**config.mk**
```make
export PLATFORM = sky130hd
export DESIGN_NAME = alu_sequencer_flat
export DESIGN_NICKNAME = d
export VERILOG_FILES = /design/src/rtl/alu_sequencer_pkg.sv /design/src/rtl/alu_sequencer_if.sv /design/src/rtl/alu_sequencer_adder.sv /design/src/rtl/alu_sequencer.sv /design/src/flat_wrapper.sv
export SDC_FILE = /design/constraint.sdc
export NUM_CORES = 1
export LEC_CHECK = 0
export CAP_MARGIN = 10
export CORE_UTILIZATION = 61
export CTS_CLUSTER_DIAMETER = 80
export CTS_CLUSTER_SIZE = 40
export DETAILED_ROUTE_END_ITERATION = 7
export GPL_TIMING_DRIVEN = 0
export PLACE_DENSITY = 0.85
export SYNTH_ARGS = -nofsm -noshare
export SYNTH_HDL_FRONTEND = slang
export SYNTH_SLANG_ARGS = --single-unit
```
**constraint.sdc**
```tcl
create_clock -name clk -period 8.87 [get_ports clk]
set_clock_uncertainty 0.05 [all_clocks]
set_input_delay 1.774 -clock clk [delete_from_list [all_inputs] [get_ports clk]]
set_output_delay 1.774 -clock clk [all_outputs]
set_load 0.005 [all_outputs]
```
**src/rtl/alu_sequencer_pkg.sv**
```systemverilog
// Shared opcode constants and FSM state encoding for the ALU sequencer.
package alu_sequencer_pkg;

    localparam logic [1:0] OP_ADD = 2'b00;
    localparam logic [1:0] OP_SUB = 2'b01;
    localparam logic [1:0] OP_MUL = 2'b10;
    localparam logic [1:0] OP_DIV = 2'b11;

    typedef enum logic [1:0] {
        IDLE = 2'b00,
        EXEC = 2'b01,
        ITER = 2'b10,
        DONE = 2'b11
    } state_t;

endpackage

```
**src/rtl/alu_sequencer_if.sv**
```systemverilog
// Request/result bundle between a requester (master) and the ALU sequencer (slave).
interface alu_sequencer_if #(parameter int W = 8) ();

    logic         start;
    logic [1:0]   op;
    logic [W-1:0] a;
    logic [W-1:0] b;
    logic [W-1:0] res_lo;
    logic [W-1:0] res_hi;
    logic         co;
    logic         err;
    logic         busy;
    logic         done;

    modport master (
        output start, op, a, b,
        input  res_lo, res_hi, co, err, busy, done
    );

    modport slave (
        input  start, op, a, b,
        output res_lo, res_hi, co, err, busy, done
    );

endinterface

```
**src/rtl/alu_sequencer_adder.sv**
```systemverilog
// Parameterised ripple-carry adder; the only arithmetic resource of the sequencer.
module alu_sequencer_adder #(
    parameter int N = 8
) (
    input  logic [N-1:0] x,
    input  logic [N-1:0] y,
    input  logic         cin,
    output logic [N-1:0] sum,
    output logic         cout
);

    logic carry;

    always_comb begin
        carry = cin;
        sum   = '0;
        for (int i = 0; i < N; i++) begin
            sum[i] = x[i] ^ y[i] ^ carry;
            carry  = (x[i] & y[i]) | (carry & (x[i] ^ y[i]));
        end
        cout = carry;
    end

endmodule

```
**src/rtl/alu_sequencer.sv**
```systemverilog
// Multi-cycle ALU: single-pass ADD/SUB, shift-add MUL and restoring DIV,
// all routed through one shared adder.
module alu_sequencer
    import alu_sequencer_pkg::*;
#(
    parameter int W = 8
) (
    input  logic           clk,
    input  logic           reset,
    alu_sequencer_if.slave bus
);

    localparam int             CW        = $clog2(W) + 1;
    localparam logic [CW-1:0]  LAST_STEP = CW'(W - 1);

    state_t         state_reg, state_next;
    logic [1:0]     op_reg, op_next;
    logic [W-1:0]   a_reg, a_next;
    logic [W-1:0]   b_reg, b_next;
    logic [W-1:0]   acc_hi_reg, acc_hi_next;
    logic [W-1:0]   acc_lo_reg, acc_lo_next;
    logic [W-1:0]   res_lo_reg, res_lo_next;
    logic [W-1:0]   res_hi_reg, res_hi_next;
    logic           co_reg, co_next;
    logic           err_reg, err_next;
    logic [CW-1:0]  cnt_reg, cnt_next, cnt_inc;

    logic [W-1:0]   add_x, add_y, add_sum;
    logic           add_cin, add_cout;
    logic [W-1:0]   rem_shift;
    logic           accept, is_sub;

    assign accept    = bus.start && ((state_reg == IDLE) || (state_reg == DONE));
    assign is_sub    = (op_reg == OP_SUB);
    // Remainder after the {rem, quot} left shift; acc_hi[W-1] is the bit shifted out.
    assign rem_shift = {acc_hi_reg[W-2:0], acc_lo_reg[W-1]};

    // Step counter increment built from toggle logic so the adder stays the only arithmetic.
    genvar gi;
    generate
        for (gi = 0; gi < CW; gi++) begin : g_cnt_inc
            if (gi == 0) begin : g_lsb
                assign cnt_inc[gi] = ~cnt_reg[0];
            end else begin : g_upper
                assign cnt_inc[gi] = cnt_reg[gi] ^ (&cnt_reg[gi-1:0]);
            end
        end
    endgenerate

    alu_sequencer_adder #(.N(W)) u_adder (
        .x    (add_x),
        .y    (add_y),
        .cin  (add_cin),
        .sum  (add_sum),
        .cout (add_cout)
    );

    always_ff @(posedge clk) begin
        if (reset) begin
            state_reg  <= IDLE;
            op_reg     <= OP_ADD;
            a_reg      <= '0;
            b_reg      <= '0;
            acc_hi_reg <= '0;
            acc_lo_reg <= '0;
            res_lo_reg <= '0;
            res_hi_reg <= '0;
            co_reg     <= 1'b0;
            err_reg    <= 1'b0;
            cnt_reg    <= '0;
        end else begin
            state_reg  <= state_next;
            op_reg     <= op_next;
            a_reg      <= a_next;
            b_reg      <= b_next;
            acc_hi_reg <= acc_hi_next;
            acc_lo_reg <= acc_lo_next;
            res_lo_reg <= res_lo_next;
            res_hi_reg <= res_hi_next;
            co_reg     <= co_next;
            err_reg    <= err_next;
            cnt_reg    <= cnt_next;
        end
    end

    always_comb begin
        state_next  = state_reg;
        op_next     = op_reg;
        a_next      = a_reg;
        b_next      = b_reg;
        acc_hi_next = acc_hi_reg;
        acc_lo_next = acc_lo_reg;
        res_lo_next = res_lo_reg;
        res_hi_next = res_hi_reg;
        co_next     = co_reg;
        err_next    = err_reg;
        cnt_next    = cnt_reg;
        add_x       = acc_hi_reg;
        add_y       = '0;
        add_cin     = 1'b0;

        case (state_reg)
            IDLE, DONE: begin
                if (accept) begin
                    op_next     = bus.op;
                    a_next      = bus.a;
                    b_next      = bus.b;
                    cnt_next    = '0;
                    err_next    = 1'b0;
                    acc_hi_next = '0;
                    if (bus.op == OP_MUL) begin
                        acc_lo_next = bus.b;
                        state_next  = ITER;
                    end else if ((bus.op == OP_DIV) && (|bus.b)) begin
                        acc_lo_next = bus.a;
                        state_next  = ITER;
                    end else begin
                        state_next  = EXEC;
                    end
                end else begin
                    state_next = IDLE;
                end
            end

            EXEC: begin
                state_next = DONE;
                if (op_reg == OP_DIV) begin
                    // Only a zero divisor reaches EXEC with DIV.
                    res_lo_next = '1;
                    res_hi_next = a_reg;
                    co_next     = 1'b0;
                    err_next    = 1'b1;
                end else begin
                    add_x       = a_reg;
                    add_y       = b_reg ^ {W{is_sub}};
                    add_cin     = is_sub;
                    res_lo_next = add_sum;
                    res_hi_next = '0;
                    co_next     = add_cout;
                end
            end

            ITER: begin
                cnt_next = cnt_inc;
                if (op_reg == OP_MUL) begin
                    add_x       = acc_hi_reg;
                    add_y       = acc_lo_reg[0] ? a_reg : '0;
                    acc_hi_next = {add_cout, add_sum[W-1:1]};
                    acc_lo_next = {add_sum[0], acc_lo_reg[W-1:1]};
                end else begin
                    add_x   = rem_shift;
                    add_y   = ~b_reg;
                    add_cin = 1'b1;
                    if (add_cout || acc_hi_reg[W-1]) begin
                        acc_hi_next = add_sum;
                        acc_lo_next = {acc_lo_reg[W-2:0], 1'b1};
                    end else begin
                        acc_hi_next = rem_shift;
                        acc_lo_next = {acc_lo_reg[W-2:0], 1'b0};
                    end
                end
                if (cnt_reg == LAST_STEP) begin
                    state_next  = DONE;
                    res_lo_next = acc_lo_next;
                    res_hi_next = acc_hi_next;
                    co_next     = 1'b0;
                end
            end

            default: state_next = IDLE;
        endcase
    end

    assign bus.res_lo = res_lo_reg;
    assign bus.res_hi = res_hi_reg;
    assign bus.co     = co_reg;
    assign bus.err    = err_reg;
    assign bus.busy   = (state_reg == EXEC) || (state_reg == ITER);
    assign bus.done   = (state_reg == DONE);

endmodule
```
**src/flat_wrapper.sv**
```systemverilog
// flat-port wrapper written by rule: the top's interface ports become plain ports
module alu_sequencer_flat import alu_sequencer_pkg::*;
#(
    parameter int W = 8
)
  (clk, reset, bus_start, bus_op, bus_a, bus_b, bus_res_lo, bus_res_hi, bus_co, bus_err, bus_busy, bus_done);
  alu_sequencer_if #(.W(W)) bus_i ();
  input  logic clk;
  input  logic reset;
  input wire logic [$bits(bus_i.start)-1:0] bus_start;
  input wire logic [$bits(bus_i.op)-1:0] bus_op;
  input wire logic [$bits(bus_i.a)-1:0] bus_a;
  input wire logic [$bits(bus_i.b)-1:0] bus_b;
  output wire logic [$bits(bus_i.res_lo)-1:0] bus_res_lo;
  output wire logic [$bits(bus_i.res_hi)-1:0] bus_res_hi;
  output wire logic [$bits(bus_i.co)-1:0] bus_co;
  output wire logic [$bits(bus_i.err)-1:0] bus_err;
  output wire logic [$bits(bus_i.busy)-1:0] bus_busy;
  output wire logic [$bits(bus_i.done)-1:0] bus_done;
  assign bus_i.start = bus_start;
  assign bus_i.op = bus_op;
  assign bus_i.a = bus_a;
  assign bus_i.b = bus_b;
  assign bus_res_lo = bus_i.res_lo;
  assign bus_res_hi = bus_i.res_hi;
  assign bus_co = bus_i.co;
  assign bus_err = bus_i.err;
  assign bus_busy = bus_i.busy;
  assign bus_done = bus_i.done;
  alu_sequencer #(.W(W)) u_core (.clk(clk), .reset(reset), .bus(bus_i));
endmodule
```
==> metrics.csv <==
metric,value,unit
Avg Vias per Cell,6.62,
Post-Synthesis Cell Area,3760,um^2
Routed WL per cell,19.5,um
Hold Path Class,reg2reg,
worst endpoint required time,9030,ps
non-filler instance count after layout,595,
Crit path largest cell delay,600,ps
CP arrival,6770,ps
Worst slew margin,0.350,
TritonCTS Sinks,58,
ant diodes,0,
Async SR Flop Fraction,0,
DP HPWL,8830,um
# Post-CTS Setup Buffers,0,
largest net degree at the start of global routing,11,
"commonest non-fill, non-tap cells in the layout","nand2_1, dfxtp_1, a21oi_1, clkdlybuf4s50_1, nor2_1",
crit path cell chain,inv_1 -> ha_1 -> inv_1 -> clkbuf_1 -> nor2_1 -> o21ai_0 -> inv_1 -> fa_1 -> fa_1 -> fa_1 -> fa_1 -> fa_1 -> fa_1 -> fa_1 -> inv_1 -> fa_1 -> nand2b_1 -> clkbuf_1 -> mux2_2 -> a221oi_1 -> nor3_1,
CP max-delay cell,o21ai_0,
Critical R2R Launch,u_core.state_reg[0],
max cap viols,0,
largest family of logic cells by synthesized area,compound AO/OA/AOI/OAI gates,
Iteration-0 DRC Markers,367,
All-Layer GR Usage,0.384,
CTS max path bufs,2,
Critical R2R Capture,u_core.bus.res_hi[3],
root buffer cell,clkbuf_8,
synthesis-to-finish area growth,17.2,%
post-synthesis mux area share,0.0977,
GRT overflow,0,
Worst setup endpoint,u_core.bus.res_hi[3],
latest clock arrival within the worst-skew pair,340,ps
Critical Path Start Type,flip-flop,
Buf/Inv on CP,6,
Tightest Pin Transition,967,ps
cell-internal power,0.000710,W
crit path from,u_core.state_reg[0],
syn avg cell area,8.09,um^2
Final Cycle Share,0.745,
Post-Synth Adder-Cell Area,0.0625,
Fin. Hold Viols,0,
sw power,0.000614,W
chip height,80.6,um
Synth Register Bits,58,
Peak VDD IR,0.209,mV
cell mode on critical path,fa_1,
Post-Synth XOR/XNOR Area,0,
sequential-to-total area share from yosys stat,0.309,
total CTS buffers,9,
Antenna Violating Nets Remaining,0,
Ports,41,
clk slew on worst S/H paths,70,ps
synthesized-area fraction occupied by and/or/nand/nor cells,0.200,
Max Freq,151,MHz
Comb power frac,0.539,
Nets,550,
die width,80.6,um
"Slew Viols, Final",0,
Setup TNS,0,ps
First-pass DRT Iterations,6,
via count,3941,
yosys synthesis warning count,0,
crit-path max FO,10,
share of cells above drive strength 1,0.112,
total power,0.00132,W
Sw Ratio,0.464,
crit path time final,6610,ps
crit-path leading delay family,adder cells,
count of cell types in the netlist,48,
Most used DFF post-synth,dfxtp_1,
# fillers,485,
CTS Hold Bufs,0,
compound-gate portion of the synthesized area,0.271,
PwrDens,300,nW/um^2
"EDFF count, synth",0,
vias in the first global route,3590,
post-layout util,0.745,
Levels on crit path,21,
Core ar.,5920,um^2
Lkg Pwr,1.60,nW
status,completed,
RSZ-0062 raised after global routing,no,
global-route wire length before repair,18500,um
length in cells of the worst reg-to-reg path,21,
post-synthesis net count,500,
Placer Congestion,0.959,
PostCTS Resize Cnt,0,
CTS H-Tree Depth,3,
Crit Path Class,reg2reg,
DRC,0,
CP Capture Type,flip-flop,
CTS tree,yes,
initial antenna violation count,0,
Syn Inst Count,465,
R2R Setup Slk,2260,ps
Seq pwr share,0.303,
endpoints failing setup,0,
FP Rows,28,
Die Area,6490,um^2
Initial Util,0.636,
"commonest non-fill, non-tap cell in the layout",nand2_1,
Buffers on Ports,39,
Routed WL,11600,um
Clk network pwr share,0.158,
placed cells,579,
per-stage QoR:
step | area [um^2] | hold slack, ps | setup slack, ps
5_1_grt | 4410 | 459 | 1900
6_report | 4410 | 425 | 2260
3_5_place_dp | 4250 | 412 | 2420
3_3_place_gp | 4250 | 402 | 2550
2_1_floorplan | 3760 | 394 | 3270
4_1_cts | 4410 | 429 | 2400
Yosys cell counts, drive strengths merged (9+ instances only):
cell type / instances / share of area
a22o: 10 / 0.023
inv: 20 / 0.020
mux2: 22 / 0.066
nand2b: 17 / 0.028
a211oi: 9 / 0.018
clkbuf: 25 / 0.025
nor2: 31 / 0.031
nor3: 9 / 0.012
a21oi: 42 / 0.056
buf: 10 / 0.016
dfxtp: 58 / 0.31
mux2i: 12 / 0.032
nand2: 73 / 0.073
o21ai: 14 / 0.019
a22oi: 18 / 0.036
final cells by class:
class / instances / area [um^2] / area share
Buffer: 35 / 154 / 0.0349
Sequential cell: 58 / 1160 / 0.263
Inverter: 20 / 75.1 / 0.0170
Clock buffer: 11 / 131 / 0.0298
Timing Repair Buffer: 39 / 390 / 0.0885
Clock inverter: 5 / 31.3 / 0.00709
Multi-Input combinational cell: 352 / 2370 / 0.538
Tap cell: 75 / 93.8 / 0.0213
power by group through the flow:
stage / Clock (W) / Sequential, W / Combinational, W
2_1_floorplan: 0 / 0.000384 / 0.000460
3_3_place_gp: 0 / 0.000400 / 0.000674
3_5_place_dp: 0 / 0.000404 / 0.000689
4_1_cts: 0.000209 / 0.000398 / 0.000693
5_1_grt: 0.000219 / 0.000410 / 0.000773
6_report: 0.000209 / 0.000402 / 0.000713
cell families after synthesis:
family | Yosys count
AND/OR/NAND/NOR | 156
buffers and inverters | 55
AO/OA/AOI/OAI | 148
adder cells (fa/ha/maj) | 14
flip-flops | 58
multiplexers | 34
worst min path at each step:
stage | to | startpoint | slack (ps) | depth (start not counted)
6_report | u_core.bus.res_lo[0] | u_core.bus.res_lo[0] | 430 | 2
3_3_place_gp | u_core.cnt_reg[0] | u_core.cnt_reg[0] | 400 | 2
4_1_cts | u_core.b_reg[6] | u_core.b_reg[6] | 430 | 2
2_1_floorplan | u_core.cnt_reg[0] | u_core.cnt_reg[0] | 390 | 2
5_1_grt | u_core.b_reg[6] | u_core.b_reg[6] | 460 | 2
3_5_place_dp | u_core.b_reg[4] | u_core.b_reg[4] | 410 | 2
per-layer routing:
| layer | part of all wire | GRT usage | up-vias |
|---|---|---|---|
| li1 | - | - | 1798 |
| met1 | 0.41 | 0.493 | 1846 |
| met2 | 0.46 | 0.619 | 255 |
| met3 | 0.092 | 0.0557 | 42 |
| met4 | 0.037 | 0.198 | 0 |
| met5 | 0 | 0 | - |
worst min-delay path: stages, from the launching register on:
cell,delay [ps]
dfxtp_1,310
nand3b_1,80
nand2_1,40
No activity file was read; power rests on OpenSTA's default activity.
